==> config.mk <==
export PLATFORM = sky130hd
export DESIGN_NAME = mii_rx_frame
export DESIGN_NICKNAME = d
export VERILOG_FILES = /design/src/rtl/mii_rx_pkg.sv /design/src/rtl/mii_rx_frame_crc.sv /design/src/rtl/mii_rx_frame.sv
export SDC_FILE = /design/constraint.sdc
export NUM_CORES = 1
export LEC_CHECK = 0
export BUFFER_PORTS_ARGS = -buffer_cell sky130_fd_sc_hd__buf_2
export CAP_MARGIN = 25
export CORE_MARGIN = 2
export CORE_UTILIZATION = 50
export DETAILED_ROUTE_END_ITERATION = 16
export PLACE_DENSITY = 0.74
export SETUP_SLACK_MARGIN = 0.1
export SLEW_MARGIN = 20
export SYNTH_ARGS = -nofsm -noshare
export SYNTH_HDL_FRONTEND = slang
export SYNTH_SLANG_ARGS = --single-unit
==> constraint.sdc <==
create_clock -name clk -period 1.6 [get_ports clk]
set_input_delay 0.32 -clock clk [delete_from_list [all_inputs] [get_ports clk]]
set_output_delay 0.32 -clock clk [all_outputs]
set_load 0.03 [all_outputs]
==> src/rtl/mii_rx_pkg.sv <==
// Shared types and constants for the MII receive front-end: FSM states,
// CRC-32 parameters, default length limits and preamble/SFD nibbles.
package mii_rx_pkg;

  typedef enum logic [1:0] {
    ST_IDLE     = 2'd0,
    ST_PREAMBLE = 2'd1,
    ST_DATA     = 2'd2,
    ST_DROP     = 2'd3
  } rx_state_e;

  localparam logic [31:0] CRC32_POLY    = 32'hEDB8_8320;
  localparam logic [31:0] CRC32_INIT    = 32'hFFFF_FFFF;
  localparam logic [31:0] CRC32_RESIDUE = 32'hDEBB_20E3;

  localparam int DEF_MIN_LEN = 64;
  localparam int DEF_MAX_LEN = 1518;

  localparam logic [3:0] NIB_PREAMBLE = 4'h5;
  localparam logic [3:0] NIB_SFD      = 4'hD;

  localparam logic [10:0] LEN_SAT = 11'd2047;

  // Reflected CRC-32 advanced by one byte, LSB first.
  function automatic logic [31:0] crc32_update(input logic [31:0] crc_in,
                                               input logic [7:0]  byte_in);
    logic [31:0] c;
    c = crc_in ^ {24'h00_0000, byte_in};
    for (int i = 0; i < 8; i++) begin
      if (c[0]) begin
        c = {1'b0, c[31:1]} ^ CRC32_POLY;
      end else begin
        c = {1'b0, c[31:1]};
      end
    end
    return c;
  endfunction

endpackage

==> src/rtl/mii_rx_frame_crc.sv <==
// Byte-wide CRC-32 accumulator with residue compare; restarted by init_i at
// the start of each frame.
module crc32_byte_chk
  import mii_rx_pkg::*;
(
  input  logic        clk,
  input  logic        rstn,
  input  logic        init_i,
  input  logic [7:0]  byte_i,
  input  logic        byte_vld_i,
  output logic [31:0] crc_o,
  output logic        residue_ok_o
);

  logic [31:0] crc_q;
  logic [31:0] crc_d;

  // Next CRC value: restart, advance by one byte, or hold.
  always_comb begin
    crc_d = crc_q;
    if (init_i) begin
      crc_d = CRC32_INIT;
    end else if (byte_vld_i) begin
      crc_d = crc32_update(crc_q, byte_i);
    end else begin
      crc_d = crc_q;
    end
  end

  // CRC register.
  always_ff @(posedge clk or negedge rstn) begin
    if (!rstn) begin
      crc_q <= CRC32_INIT;
    end else begin
      crc_q <= crc_d;
    end
  end

  assign crc_o        = crc_q;
  assign residue_ok_o = (crc_q == CRC32_RESIDUE);

endmodule

==> src/rtl/mii_rx_frame.sv <==
// MII receive front-end: preamble/SFD strip, nibble-to-byte assembly, FCS,
// alignment, length and RX_ER checks. Define MII_RX_FCS_STRIP_EN to hold
// back and drop the four FCS bytes from the output stream.
module mii_rx_frame
  import mii_rx_pkg::*;
#(
  parameter int MIN_LEN = DEF_MIN_LEN,
  parameter int MAX_LEN = DEF_MAX_LEN
) (
  input  logic        clk,
  input  logic        rstn,
  input  logic [3:0]  mii_rxd,
  input  logic        mii_rx_dv,
  input  logic        mii_rx_er,
  output logic [7:0]  data_out,
  output logic        data_valid,
  output logic        sof,
  output logic        eof,
  output logic [10:0] frame_len,
  output logic        frame_ok,
  output logic        crc_err,
  output logic        align_err,
  output logic        len_err,
  output logic        phy_err
);

`ifdef MII_RX_FCS_STRIP_EN
  localparam logic [10:0] EMIT_START = 11'd4;
`else
  localparam logic [10:0] EMIT_START = 11'd0;
`endif

  rx_state_e   state_q, state_d;
  logic        phase_q, phase_d;
  logic [3:0]  lo_q, lo_d;
  logic [10:0] len_q, len_d;
  logic        phy_q, phy_d;

  logic [7:0]  data_out_q, data_out_d;
  logic        data_valid_q, data_valid_d;
  logic        sof_q, sof_d;
  logic        eof_q, eof_d;
  logic [10:0] frame_len_q, frame_len_d;
  logic        frame_ok_q, frame_ok_d;
  logic        crc_err_q, crc_err_d;
  logic        align_err_q, align_err_d;
  logic        len_err_q, len_err_d;
  logic        phy_err_q, phy_err_d;

`ifdef MII_RX_FCS_STRIP_EN
  logic [3:0][7:0] dline_q, dline_d;
`endif

  logic        start_s;
  logic        byte_vld_s;
  logic [7:0]  byte_s;
  logic [31:0] crc_s;
  logic        residue_ok_s;
  logic        crc_bad_s;
  logic        len_bad_s;

  assign byte_s = {mii_rxd, lo_q};

  crc32_byte_chk u_crc (
    .clk          (clk),
    .rstn         (rstn),
    .init_i       (start_s),
    .byte_i       (byte_s),
    .byte_vld_i   (byte_vld_s),
    .crc_o        (crc_s),
    .residue_ok_o (residue_ok_s)
  );

  // Dual compare: flag the CRC if either the checker or the raw register disagrees.
  assign crc_bad_s = ~residue_ok_s | (crc_s != CRC32_RESIDUE);
  assign len_bad_s = (len_q < 11'(MIN_LEN)) || (len_q > 11'(MAX_LEN));

  // Receive FSM, byte assembly and status capture.
  always_comb begin
    state_d      = state_q;
    phase_d      = phase_q;
    lo_d         = lo_q;
    len_d        = len_q;
    phy_d        = phy_q;
    data_out_d   = data_out_q;
    data_valid_d = 1'b0;
    sof_d        = 1'b0;
    eof_d        = 1'b0;
    frame_len_d  = frame_len_q;
    frame_ok_d   = frame_ok_q;
    crc_err_d    = crc_err_q;
    align_err_d  = align_err_q;
    len_err_d    = len_err_q;
    phy_err_d    = phy_err_q;
    start_s      = 1'b0;
    byte_vld_s   = 1'b0;
`ifdef MII_RX_FCS_STRIP_EN
    dline_d      = dline_q;
`endif

    case (state_q)
      ST_IDLE: begin
        if (!mii_rx_dv) begin
          state_d = ST_IDLE;
        end else if (mii_rxd == NIB_PREAMBLE) begin
          state_d = ST_PREAMBLE;
        end else if (mii_rxd == NIB_SFD) begin
          state_d = ST_DATA;
          start_s = 1'b1;
        end else begin
          state_d = ST_DROP;
        end
      end
      ST_PREAMBLE: begin
        if (!mii_rx_dv) begin
          state_d = ST_IDLE;
        end else if (mii_rxd == NIB_PREAMBLE) begin
          state_d = ST_PREAMBLE;
        end else if (mii_rxd == NIB_SFD) begin
          state_d = ST_DATA;
          start_s = 1'b1;
        end else begin
          state_d = ST_DROP;
        end
      end
      ST_DATA: begin
        if (!mii_rx_dv) begin
          // End of frame: the CRC and length already cover the last full byte.
          state_d     = ST_IDLE;
          eof_d       = 1'b1;
          frame_len_d = len_q;
          crc_err_d   = crc_bad_s;
          align_err_d = phase_q;
          len_err_d   = len_bad_s;
          phy_err_d   = phy_q;
          frame_ok_d  = ~(crc_bad_s | phase_q | len_bad_s | phy_q);
        end else begin
          state_d = ST_DATA;
          phy_d   = phy_q | mii_rx_er;
          if (!phase_q) begin
            lo_d    = mii_rxd;
            phase_d = 1'b1;
          end else begin
            phase_d    = 1'b0;
            byte_vld_s = 1'b1;
            len_d      = (len_q == LEN_SAT) ? len_q : len_q + 11'd1;
`ifdef MII_RX_FCS_STRIP_EN
            dline_d = {dline_q[2:0], byte_s};
            if (len_q >= EMIT_START) begin
              data_out_d   = dline_q[3];
              data_valid_d = 1'b1;
              sof_d        = (len_q == EMIT_START);
            end else begin
              data_valid_d = 1'b0;
            end
`else
            data_out_d   = byte_s;
            data_valid_d = 1'b1;
            sof_d        = (len_q == EMIT_START);
`endif
          end
        end
      end
      ST_DROP: begin
        if (!mii_rx_dv) begin
          state_d = ST_IDLE;
        end else begin
          state_d = ST_DROP;
        end
      end
      default: begin
        state_d = ST_IDLE;
      end
    endcase

    if (start_s) begin
      phase_d = 1'b0;
      lo_d    = 4'h0;
      len_d   = 11'd0;
      phy_d   = 1'b0;
    end else begin
      phase_d = phase_d;
    end
  end

  // State, counters and registered outputs.
  always_ff @(posedge clk or negedge rstn) begin
    if (!rstn) begin
      state_q      <= ST_IDLE;
      phase_q      <= 1'b0;
      lo_q         <= 4'h0;
      len_q        <= 11'd0;
      phy_q        <= 1'b0;
      data_out_q   <= 8'h00;
      data_valid_q <= 1'b0;
      sof_q        <= 1'b0;
      eof_q        <= 1'b0;
      frame_len_q  <= 11'd0;
      frame_ok_q   <= 1'b0;
      crc_err_q    <= 1'b0;
      align_err_q  <= 1'b0;
      len_err_q    <= 1'b0;
      phy_err_q    <= 1'b0;
    end else begin
      state_q      <= state_d;
      phase_q      <= phase_d;
      lo_q         <= lo_d;
      len_q        <= len_d;
      phy_q        <= phy_d;
      data_out_q   <= data_out_d;
      data_valid_q <= data_valid_d;
      sof_q        <= sof_d;
      eof_q        <= eof_d;
      frame_len_q  <= frame_len_d;
      frame_ok_q   <= frame_ok_d;
      crc_err_q    <= crc_err_d;
      align_err_q  <= align_err_d;
      len_err_q    <= len_err_d;
      phy_err_q    <= phy_err_d;
    end
  end

`ifdef MII_RX_FCS_STRIP_EN
  // FCS hold-back delay line.
  always_ff @(posedge clk or negedge rstn) begin
    if (!rstn) begin
      dline_q <= 32'h0000_0000;
    end else begin
      dline_q <= dline_d;
    end
  end
`endif

  assign data_out   = data_out_q;
  assign data_valid = data_valid_q;
  assign sof        = sof_q;
  assign eof        = eof_q;
  assign frame_len  = frame_len_q;
  assign frame_ok   = frame_ok_q;
  assign crc_err    = crc_err_q;
  assign align_err  = align_err_q;
  assign len_err    = len_err_q;
  assign phy_err    = phy_err_q;

endmodule

# == Yosys cells after proc, flatten, opt, wreduce, memory -nomap -nowiden ==
# Index checks and enable logic that the tools add are counted.
# word_totals
reg_bits,78
input_bits,8
word_cells,117
# op_classes
add_sub_neg,1
magnitude_cmp,2
eq_ne,10
muxes,58
n_bitwise,17
n_reduce_logical,13
# ops
operator,count
2-to-1 mux 32 bit,24
NOT 13 -> 14 bit,8
2-to-1 mux 11 bit,5
equality test 32 bit (second input constant),1
!= test 32 bit (second input constant),1
XOR 32 x 8 -> 32 bit,1
2-to-1 mux 1 bit,20
2-to-1 mux 4 bit,4
adder 11 x 1 -> 11 bit (second input constant),1
equality test 11 bit (second input constant),1
greater-than comparator 11 bit (second input constant),1
zero test 11 bit,1
less-than comparator 11 x 7 -> 1 bit (second input constant),1
2-to-1 mux 2 bit,4
nonzero test 2 bit,4
case mux 2 bit (3 select lines),1
AND reduction 3 bit,2
bitwise OR 1 bit,5
equality test 2 bit (second input constant),2
equality test 4 x 3 -> 1 bit (second input constant),1
equality test 4 bit (second input constant),1
AND reduction 2 bit,2
AND reduction 4 bit,1
NOT 1 bit,3
other kinds (6),6

# == Logic depth before layout (Yosys ltp) ==
# Gate-level depths: netlist of the first run.
# depth
depth_word,34
depth_mapped,7

# == By module ==
# A second synthesis of the first run with hierarchy kept.
# unflattened
hier_cells,408
hier_area_um2,4290.4
# modules_own_cells
mod,n_inst,cells_per_inst,area_each_um2
crc32_byte_chk,1,211,2207.1
mii_rx_frame,1,197,2083.2

# == Worst setup path after synthesis of the first run ==
# Ideal clock, no wire load.
# synth_timing
path_type,register -> register
startpoint,"register u_crc.crc_q[3], in the netlist u_crc.crc_o[3]"
endpoint,"register u_crc.crc_q[19], in the netlist u_crc.crc_o[19]"
arrival_time_ps,1647
setup_slack_ps,-120
path_stages_with_launch,6
n_path_buf,0
period_less_slack_ps,1720
path_cell_list,dfstp_2 > xnor2_2 > xnor2_2 > xnor3_1 > xnor2_1 > a21oi_1
# synth_via
elab_chain_len,28
# synth_rtl
item,line,text
from (decl),mii_rx_frame_crc.sv:15,logic [31:0] crc_q;
from (signal assigned),mii_rx_frame_crc.sv:35,crc_q <= crc_d;
XOR 32 x 8 -> 32 bit (*),mii_rx_pkg.sv:28,"c = crc_in ^ {24'h00_0000, byte_in};"
2-to-1 mux 32 bit (*),mii_rx_pkg.sv:30,if (c[0]) begin
2-to-1 mux 32 bit (*),mii_rx_frame_crc.sv:23,end else if (byte_vld_i) begin
2-to-1 mux 32 bit (*),mii_rx_frame_crc.sv:21,if (init_i) begin
2-to-1 mux 32 bit (*),mii_rx_pkg.sv:30,
2-to-1 mux 32 bit (*),mii_rx_frame_crc.sv:23,
2-to-1 mux 32 bit (*),mii_rx_frame_crc.sv:21,
2-to-1 mux 32 bit (*),mii_rx_pkg.sv:30,
[12 not listed],--,
NOT 13 -> 14 bit (no source line),--,
2-to-1 mux 32 bit (*),mii_rx_pkg.sv:30,
2-to-1 mux 32 bit (*),mii_rx_frame_crc.sv:23,
2-to-1 mux 32 bit (*),mii_rx_frame_crc.sv:21,
NOT 13 -> 14 bit (no source line),--,
2-to-1 mux 32 bit (*),mii_rx_pkg.sv:30,
2-to-1 mux 32 bit (*),mii_rx_frame_crc.sv:23,
2-to-1 mux 32 bit (*),mii_rx_frame_crc.sv:21,
# Every way passes the cells marked *; elsewhere a longest branch is shown, timed or not. The select of a mux whose other input is x is not followed.
# A chain may end at the register's enable or synchronous reset.

# == Worst setup path after layout of the first run ==
# layout_timing
startpoint,"register u_crc.crc_q[6], in the netlist u_crc.crc_o[6]"
endpoint,"register frame_ok_q, in the netlist frame_ok"
# layout_via
elab_chain_len,7
# layout_rtl
item,line,text
equality test 32 bit,mii_rx_frame_crc.sv:40,assign residue_ok_o = (crc_q == CRC32_RESIDUE);
NOT 1 bit,mii_rx_frame.sv:75,assign crc_bad_s = ~residue_ok_s | (crc_s != CRC32_RESIDUE);
bitwise OR 1 bit (*),mii_rx_frame.sv:75,
bitwise OR 1 bit (*) (3 in a row),mii_rx_frame.sv:136,frame_ok_d = ~(crc_bad_s | phase_q | len_bad_s | phy_q);
NOT 1 bit (*),mii_rx_frame.sv:136,
to (signal assigned),mii_rx_frame.sv:215,frame_ok_q <= frame_ok_d;
to (decl),mii_rx_frame.sv:44,"logic frame_ok_q, frame_ok_d;"
# Every way passes the cells marked *; elsewhere a longest branch is shown, timed or not.

==> results of run 1 <==
through the flow:
step / hold slack (ns) / util [%] / TNS [ns]
after floorplan: 0.0244 / - / -0.0983
after global placement: 0.255 / 62.2 / -0.902
after detailed placement: 0.259 / 62.2 / -1.77
after CTS: 0.233 / 70.5 / -1.84
after global routing: 0.281 / 80.3 / -7.94
final: 0.245 / 80.3 / -5.64
logic make-up (layout without fill, tap and decap cells):
logic type / count (synthesis) / in the layout
flip-flops: 78 / 78
AO/OA/AOI/OAI: 54 / 54
XOR/XNOR: 80 / 80
multiplexers: 1 / 1
buffers and inverters: 22 / 157
AND/OR/NAND/NOR: 143 / 143
adder cells (fa/ha/maj): 2 / 2
sequential cells by signal, summed over array words and instances (netlist names), 2 cells and up:
register	cells
data_out	8
state_q	2
lo_q	4
len_q	11
u_crc.crc_o	32
frame_len	11
area by class of cell:
class | instances | area [um2] | share of cell area [%]
Tap cell | 102 | 128 | 2.05
Clock inverter | 7 | 97.6 | 1.57
Sequential cell | 78 | 2000 | 32.0
Clock buffer | 9 | 124 | 1.99
Inverter | 5 | 22.5 | 0.361
Multi-Input combinational cell | 280 | 2600 | 41.7
Timing Repair Buffer | 136 | 1260 | 20.3
cell usage in the layout (no fill, tap or decap), types with 3 or more instances in the layout:
cell	count
nand4_1	9
nand2_2	8
dfrtp_1	41
dfstp_2	32
clkbuf_16	4
o21ai_0	7
xor2_2	4
xnor2_1	17
xor2_4	6
nand2_4	4
xnor2_4	16
buf_2	33
o22a_1	10
dfrtp_2	5
buf_12	13
inv_2	3
and3_1	3
buf_8	3
buf_4	64
xor2_1	15
clkinvlp_4	3
a21oi_2	6
xnor2_2	21
buf_6	18
nor2_1	31
clkbuf_8	9
a21oi_1	18
nand2_1	58
nor2_2	3
critical path, delay by kind of cell (launching register included):
family / cells / cell delay (ns)
AO/OA/AOI/OAI: 1 / 0.28
flip-flops: 1 / 0.61
AND/OR/NAND/NOR: 4 / 1.01
routing by layer:
layer | vias to the layer above | share of wire, % | track usage (%)
li1 | 1528 | - | -
met1 | 1869 | 38 | 35.8
met2 | 324 | 46 | 39.9
met3 | 95 | 10 | 4.49
met4 | 0 | 6.3 | 11.4
met5 | - | 0 | 0
timing repair:
item	4_1_cts	5_1_grt
endpoints found under the setup margin	40	57
resized for setup	38	98
pin swaps	31	51
hold buffers	1	0
endpoints found under the hold margin	11	0
cloned	0	6
setup buffers	20	19
Yosys cell counts (5+ instances only):
library cell	number	share of area, %
clkbuf_1	15	1.4
xor2_1	23	5.0
a21oi_1	26	3.2
xnor2_1	42	9.1
nand4_1	9	1.4
xnor2_2	5	2.0
nor2_1	35	3.3
nand2_1	71	6.6
dfrtp_1	46	29
xnor2_4	7	4.8
o22a_1	10	2.2
o21ai_0	7	0.87
dfstp_2	32	21
worst paths after layout:
path | slack (ns) | endpoint | cells past startpoint
setup / recovery | -0.39 | frame_ok | 5
hold / removal | 0.25 | phy_q | 3
setup reg to reg | -0.39 | frame_ok | 5
hold reg to reg | 0.47 | frame_len[9] | 2
max in group asynchronous | 0.61 | u_crc.crc_o[5] | 3
min in group asynchronous | 0.39 | frame_len[0] | 2
==> out/results.ini, run 1 <==
[critical_path]
crit_path_end_kind = flip-flop
reg2reg_from = u_crc.crc_o[6]
startpoint_type = flip-flop
cp_slowest_cell = dfstp_2
crit_required_ns = 1.87
startpoint = u_crc.crc_o[6]
worstPathCellList = nor4b_2 -> nand4_1 -> nor4_2 -> nand4_1 -> o31ai_1
critPathKind = reg -> reg
path_common_cell = nand4_1
arrival_ns = 2.25
cp_max_fo = 3
max_stage_delay_ns = 0.61

[clocking]
clkSinkCount = 78
clkLatencyLatePin_ns = 0.37
cts_tree = yes
cts_root_buffer = clkbuf_8
cts_buffer_depth = 2
cts_made_buffers = 9
h-tree-depth = 3
path_clk_slew_ns = 0.09

[detailed_routing]
first_pass_iters = 5
vias_per_cell = 6.18
wirelength_um = 14800
route.detailed.drc = 0
routedWlPerCell_um = 24.0
ant_nets = 0
drtIter0Drc = 572
vias = 3816

[yosys]
syn-num-nets = 390
synth_cell_type_count = 44
synth_edf_count = 0
synthesis.area_um2 = 4030
synth_sequential_area_ratio_pct = 49.5
synth_fa_ha_area_share_pct = 0.621
synth-seq-cells = 78
synth-compound-area-share_pct = 8.51
synthCells = 380
muxShareOfSynthArea_pct = 0.280
ys_warn_count = 0
synth_area_per_cell_um2 = 10.6
async_flop_share_pct = 100
synth_xor_area_share_pct = 22.9
synthSimpleGateAreaFrac_pct = 16.2
synth_top_family_by_area = XOR/XNOR gates
synth_ff_type = dfrtp_1

[timing]
final.setup_skew_ns = 0.00615
fin_crit_sh_pct = 124
maxSlewHeadroom_pct = 65.5
fmax_ghz = 0.503
timing.final.max_slew_violations = 0
layout_setup_ws_ns = -0.388
tightest_slew_ns = 0.510
period_needed_ns = 1.99
rsz0062_at_grt = true
hold_viol_final = 0
setup_viol = 39

[grt]
grt_pass1_wl_um = 17100
grt.total_usage_pct = 25.8
antenna_found_initial = 0
grt_overflow = 0
grt_start_max_net_pins = 38
first_global_vias = 3286

[placement]
place_area_um2 = 4830
portBuffers = 34
dp_slack_ns = -0.234
dp_hpwl_um = 6820
gp_congestion = 0.867
placedCellCount = 560

[floorplan]
die_area_um2 = 8790
start_util_pct = 51.9
rows = 32
ios = 35
die_y_um = 93.8
die_w_um = 93.8
core_um2 = 7770

[outcome]
status = finished with violations
violations = negative setup slack

[finish]
layout.cells.non_filler = 617
n_antenna_cell = 0
drive_above_1_share_pct = 55.0
fillers = 380
fin_nets = 520
stdcell_area_um2 = 6230
syn_to_final_growth_pct = 54.8

[hold_path]
hold_path_startpoint = mii_rx_er
hold_class = in -> reg

[flow_run]
cap_violations = 0

Power of run 1 is left out: the tool's default activity adds up to more than one toggle a clock period on the data nets, which glitch-free logic cannot reach.
==> inputs of run 2 (changes only) <==
PLACE_DENSITY = 0.68   (was 0.74)
==> run 2 against run 1 <==
  * The run still ends with negative setup slack left
  * Flip-flop and latch count did not move
  * Register-to-register slack improved by 0.16 ns
  * Count of clock-buffer cells in the layout did not move
  * Clock skew rose by 0.0078 ns
  * Design area rose by 1.2%
  * Die area did not move
  * Wire length fell by 5.6%
  * Worst setup slack improved by 0.16 ns
  * Critical endpoint unchanged
==> out/results.ini, run 2 (synthesis results as in run 1) <==
[finish]
final_cell_mix = nand2_1 (67), buf_4 (57), dfrtp_1 (43)  ; was buf_4 (64), nand2_1 (58), dfrtp_1 (41)
stdcell_area_um2 = 6310  ; was 6230 um2
layout.cells.non_filler = 619  ; was 617
drive_above_1_share_pct = 54.7  ; was 55.0%
fin_nets = 522  ; was 520
syn_to_final_growth_pct = 56.6  ; was 54.8%
largest_reg_flops = 32  ; unchanged
final_common_cell = nand2_1  ; was buf_4
n_antenna_cell = 0  ; unchanged

[critical_path]
crit_path_end_kind = flip-flop  ; unchanged
arrival_ns = 2.10  ; was 2.25 ns
cp_max_fo = 3  ; unchanged
crit_required_ns = 1.87  ; about the same
ff2ff_setup_slack_ns = -0.23  ; was -0.39 ns
startpoint_type = flip-flop  ; unchanged
critPathKind = reg -> reg  ; unchanged
reg2reg_from = u_crc.crc_o[6]  ; unchanged
r2r.worst_path.cells = 5  ; unchanged
r2r-end = frame_ok  ; unchanged
startpoint = u_crc.crc_o[6]  ; unchanged

[grt]
grt_start_max_net_pins = 36  ; was 38
antenna_found_initial = 0  ; unchanged
grtUsageMet3_pct = 6.02  ; was 4.49%
grt.total_usage_pct = 27.5  ; was 25.8%
use_met1_pct = 38.1  ; was 35.8%
grt_pass1_wl_um = 18100  ; was 17,100 um
grt_overflow = 0  ; unchanged
first_global_vias = 3396  ; was 3,286
top_usage_layer = met2  ; unchanged
use_met2_pct = 43.7  ; was 39.9%

[clocking]
cts_made_buffers = 9  ; unchanged
h-tree-depth = 3  ; unchanged
cts_tree = yes  ; unchanged
clkLatencyLatePin_ns = 0.36  ; was 0.37 ns
clkSinkCount = 78  ; unchanged
cts_buffer_depth = 2  ; unchanged
cts_root_buffer = clkbuf_8  ; unchanged
path_clk_slew_ns = 0.09  ; about the same

[timing]
fin_crit_sh_pct = 114  ; was 124%
hold_viol_final = 0  ; unchanged
timing.final.max_slew_violations = 0  ; unchanged
tightest_slew_ns = 0.413  ; was 0.510 ns
period_needed_ns = 1.83  ; was 1.99 ns
layout_setup_ws_ns = -0.231  ; was -0.388 ns
final.setup_skew_ns = 0.0139  ; was 0.00615 ns
rsz0062_at_grt = true  ; unchanged
maxSlewHeadroom_pct = 72.5  ; was 65.5%
setup_viol = 38  ; was 39
fmax_ghz = 0.546  ; was 0.503 GHz

[placement]
portBuffers = 34  ; unchanged
gp_congestion = 0.857  ; was 0.867
place_area_um2 = 4870  ; was 4830 um2
dp_slack_ns = -0.169  ; was -0.234 ns
placedCellCount = 560  ; unchanged
dp_hpwl_um = 6770  ; was 6820 um

[detailed_routing]
wirelength_um = 14000  ; was 14,800 um
ant_nets = 0  ; unchanged
routedWlPerCell_um = 22.6  ; was 24.0 um
drtIter0Drc = 324  ; was 572
vias = 3575  ; was 3,816
first_pass_iters = 5  ; unchanged
route.detailed.drc = 0  ; unchanged
vias_per_cell = 5.78  ; was 6.18

[floorplan]
ios = 35  ; unchanged
start_util_pct = 51.9  ; unchanged
die_y_um = 93.8  ; unchanged
rows = 32  ; unchanged
die_w_um = 93.8  ; unchanged
die_area_um2 = 8790  ; unchanged
core_um2 = 7770  ; unchanged

[flow_run]
cap_violations = 0  ; unchanged

[hold_path]
hold_path_startpoint = mii_rxd[2]  ; was mii_rx_er
holdPathStages = 3  ; unchanged
min_to = data_out[6]  ; was phy_q
hold_class = in -> reg  ; unchanged

[outcome]
status = finished with violations  ; unchanged
violations = negative setup slack  ; unchanged

run 2: changes by cell type in the layout (fill, tap and decap cells not counted), moves of 6 or more:
cell     previous run  this run
buf_6              18        33
buf_4              64        57
nand2_1            58        67
nand2_2             8         2
run 2: layout make-up:
| type | count | area, um2 |
|---|---|---|
| clock buffer | 9 | 124 |
| clock inverter | 7 | 121 |
| fill | 367 | 1460 |
| inverter | 5 | 27.5 |
| multi-input combinational | 280 | 2650 |
| sequential | 78 | 2000 |
| tap | 102 | 128 |
| timing repair buffer | 138 | 1260 |
run 2: through the flow:
stage          utilization (%)  hold WS (ns)  TNS [ns]
4_1_cts                   73.7         0.253    -0.710
5_1_grt                   81.2         0.277     -5.89
3_3_place_gp              62.7         0.253    -0.985
3_5_place_dp              62.7         0.251     -1.51
2_1_floorplan                -        0.0244   -0.0983
6_report                  81.2         0.257     -4.05
run 2: how the worst max path moves through the flow:
stage	to	cells after the start
after floorplan	u_crc.crc_o[19]	5
after global placement	u_crc.crc_o[22]	5
after detailed placement	frame_ok	5
after CTS	frame_ok	5
after global routing	frame_ok	5
final	frame_ok	5
run 2: timing repair:
item | CTS | global route
pin swaps | 60 | 57
setup buffers | 22 | 23
hold buffers | 1 | 0
gates cloned | 1 | 1
resized for setup | 61 | 79
endpoints found under the setup margin | 38 | 54
hold endpoints to repair | 7 | 0
run 2: worst max-delay path, stage by stage (launching register included):
cell and delay, ns:
dfstp_2 0.60, nor4b_4 0.24, nand4_1 0.18, nor4_2 0.30
nand4_1 0.20, o31ai_2 0.23
run 2: layer usage:
metal  vias to the layer above  routed length, um  part of all wire, %
met1                      1764               5670                   41
met4                         0                592                  4.2
met2                       227               6680                   48
met5                         -                  0                    0
li1                       1522                  -                    -
met3                        62               1040                  7.4
Power of run 2 is left out for the same reason.
==> inputs of run 3 (changes only) <==
SETUP_SLACK_MARGIN = 0.2   (was 0.1)
==> run 3 against run 2 <==
  * Critical path type unchanged
  * Design area is 5.4% higher
  * The flow still finishes with violations (negative setup slack)
  * Wire length is 22% higher
  * Clock skew is 0.0013 ns higher
  * Global-route usage is 2.6 points higher
==> out/results.ini, run 3 (synthesis results as in run 1) <==
[critical_path]
cp_max_fo = 3  ; unchanged
cp_slowest_cell = dfrtp_1  ; was dfstp_2
max_stage_delay_ns = 0.45  ; was 0.60 ns
critPathKind = reg -> reg  ; unchanged
crit_required_ns = 1.88  ; was 1.87 ns
crit_path_end_kind = flip-flop  ; unchanged
startpoint_type = flip-flop  ; unchanged
startpoint = state_q[0]  ; was u_crc.crc_o[6]
worstPathCellList = nand4b_1 -> buf_6 -> a2111oi_4 -> nand3_1 -> xor2_1 -> nor2_1  ; was nor4b_4 -> nand4_1 -> nor4_2 -> nand4_1 -> o31ai_2
arrival_ns = 2.22  ; was 2.10 ns
crit_family = simple AND/OR/NAND/NOR gates  ; unchanged
reg2reg_from = state_q[0]  ; was u_crc.crc_o[6]
cp_num_buf_inv = 1  ; was 0

[grt]
grt_pass1_wl_um = 19500  ; was 18,100 um
grt_start_max_net_pins = 29  ; was 36
grt.total_usage_pct = 30.1  ; was 27.5%
grt_overflow = 0  ; unchanged
antenna_found_initial = 0  ; unchanged
first_global_vias = 3531  ; was 3,396

[floorplan]
start_util_pct = 51.9  ; unchanged
rows = 32  ; unchanged
die_area_um2 = 8790  ; unchanged
core_um2 = 7770  ; unchanged
ios = 35  ; unchanged
die_y_um = 93.8  ; unchanged
die_w_um = 93.8  ; unchanged

[detailed_routing]
first_pass_iters = 5  ; unchanged
vias = 3875  ; was 3,575
drtIter0Drc = 391  ; was 324
vias_per_cell = 6.22  ; was 5.78
ant_nets = 0  ; unchanged
routedWlPerCell_um = 27.4  ; was 22.6 um
wirelength_um = 17100  ; was 14,000 um
route.detailed.drc = 0  ; unchanged

[finish]
syn_to_final_growth_pct = 65.0  ; was 56.6%
drive_above_1_share_pct = 59.9  ; was 54.7%
fin_nets = 526  ; was 522
final_cell_mix = nand2_1 (57), buf_6 (47), buf_4 (44)  ; was nand2_1 (67), buf_4 (57), dfrtp_1 (43)
post-route-util_pct = 85.6  ; was 81.2%
final_common_cell = nand2_1  ; unchanged
n_antenna_cell = 0  ; unchanged
largest_reg_flops = 32  ; unchanged
fillers = 330  ; was 367

[clocking]
clkLatencyLatePin_ns = 0.37  ; was 0.36 ns
cts_tree = yes  ; unchanged
cts_made_buffers = 9  ; unchanged
path_clk_slew_ns = 0.09  ; about the same
h-tree-depth = 3  ; unchanged
cts_buffer_depth = 2  ; unchanged
clkSinkCount = 78  ; unchanged
cts_root_buffer = clkbuf_8  ; unchanged

[timing]
fmax_ghz = 0.515  ; was 0.546 GHz
timing.final.max_slew_violations = 0  ; unchanged
layout_setup_ws_ns = -0.340  ; was -0.231 ns
maxSlewHeadroom_pct = 67.0  ; was 72.5%
setup_viol = 54  ; was 38
hold_viol_final = 0  ; unchanged
final.setup_skew_ns = 0.0153  ; was 0.0139 ns
rsz0062_at_grt = true  ; unchanged
fin_crit_sh_pct = 121  ; was 114%
tightest_slew_ns = 0.488  ; was 0.413 ns
period_needed_ns = 1.94  ; was 1.83 ns

[placement]
portBuffers = 34  ; unchanged
gp_congestion = 0.914  ; was 0.857
dp_hpwl_um = 7020  ; was 6770 um

[outcome]
violations = negative setup slack  ; unchanged
status = finished with violations  ; unchanged

[flow_run]
cap_violations = 0  ; unchanged

[hold_path]
hold_path_startpoint = mii_rxd[1]  ; was mii_rxd[2]
hold_class = in -> reg  ; unchanged

## run 3: worst register-to-register path, delay by kind of cell, from the launching register on
kind | cells | cell delay, ns
flops | 1 | 0.45
simple gates | 3 | 0.67
compound gates | 1 | 0.32
buf+inv | 1 | 0.22
xor+xnor | 1 | 0.18
## run 3: per-stage QoR
step	hold slack [ns]	cell area (um2)	std cells	setup slack [ns]	TNS, ns
final	0.264	6650	623	-0.340	-8.06
after floorplan	0.0244	4170	380	-0.0448	-0.0947
after detailed placement	0.221	4820	553	-0.189	-1.39
after global routing	0.259	6650	623	-0.453	-10.58
after CTS	0.256	5810	598	-0.0810	-0.789
after global placement	0.218	4820	553	-0.170	-0.798
## run 3: what timing repair did
item	4_1_cts	5_1_grt
setup buffers	26	23
endpoints found under the hold margin	11	0
endpoints found under the setup margin	50	71
pin swaps	57	55
cloned	2	2
hold buffers	1	0
gates resized for setup	87	101
## run 3: area by class of cell
cell class              instances  area, um2  area share (%)
clock buffers                  11        141            2.13
clock inverters                 5       81.3            1.22
inverters                       5       30.0           0.452
multi-input cells             280       2870            43.2
flip-flops and latches         78       2000            30.0
well taps                     102        128            1.92
repair buffers                142       1400            21.1
## run 3: path summary, 6_finish.rpt
kind | endpoint | slack [ns] | cells after the start
worst max-delay path | len_q[8] | -0.34 | 6
worst min-delay path | data_out[5] | 0.26 | 3
worst max register to register | len_q[8] | -0.34 | 6
worst min register to register | frame_len[3] | 0.48 | 2
max in group asynchronous | u_crc.crc_o[13] | 0.62 | 3
min in group asynchronous | frame_len[9] | 0.38 | 2
## run 3: metal layers
layer	up-vias	track usage, %	share of wire [%]
li1	1546	-	-
met1	1932	39.4	36
met5	-	0	0
met4	0	15.8	7.3
met2	290	48.0	48
met3	107	5.38	8.4
Power of run 3 is left out for the same reason.
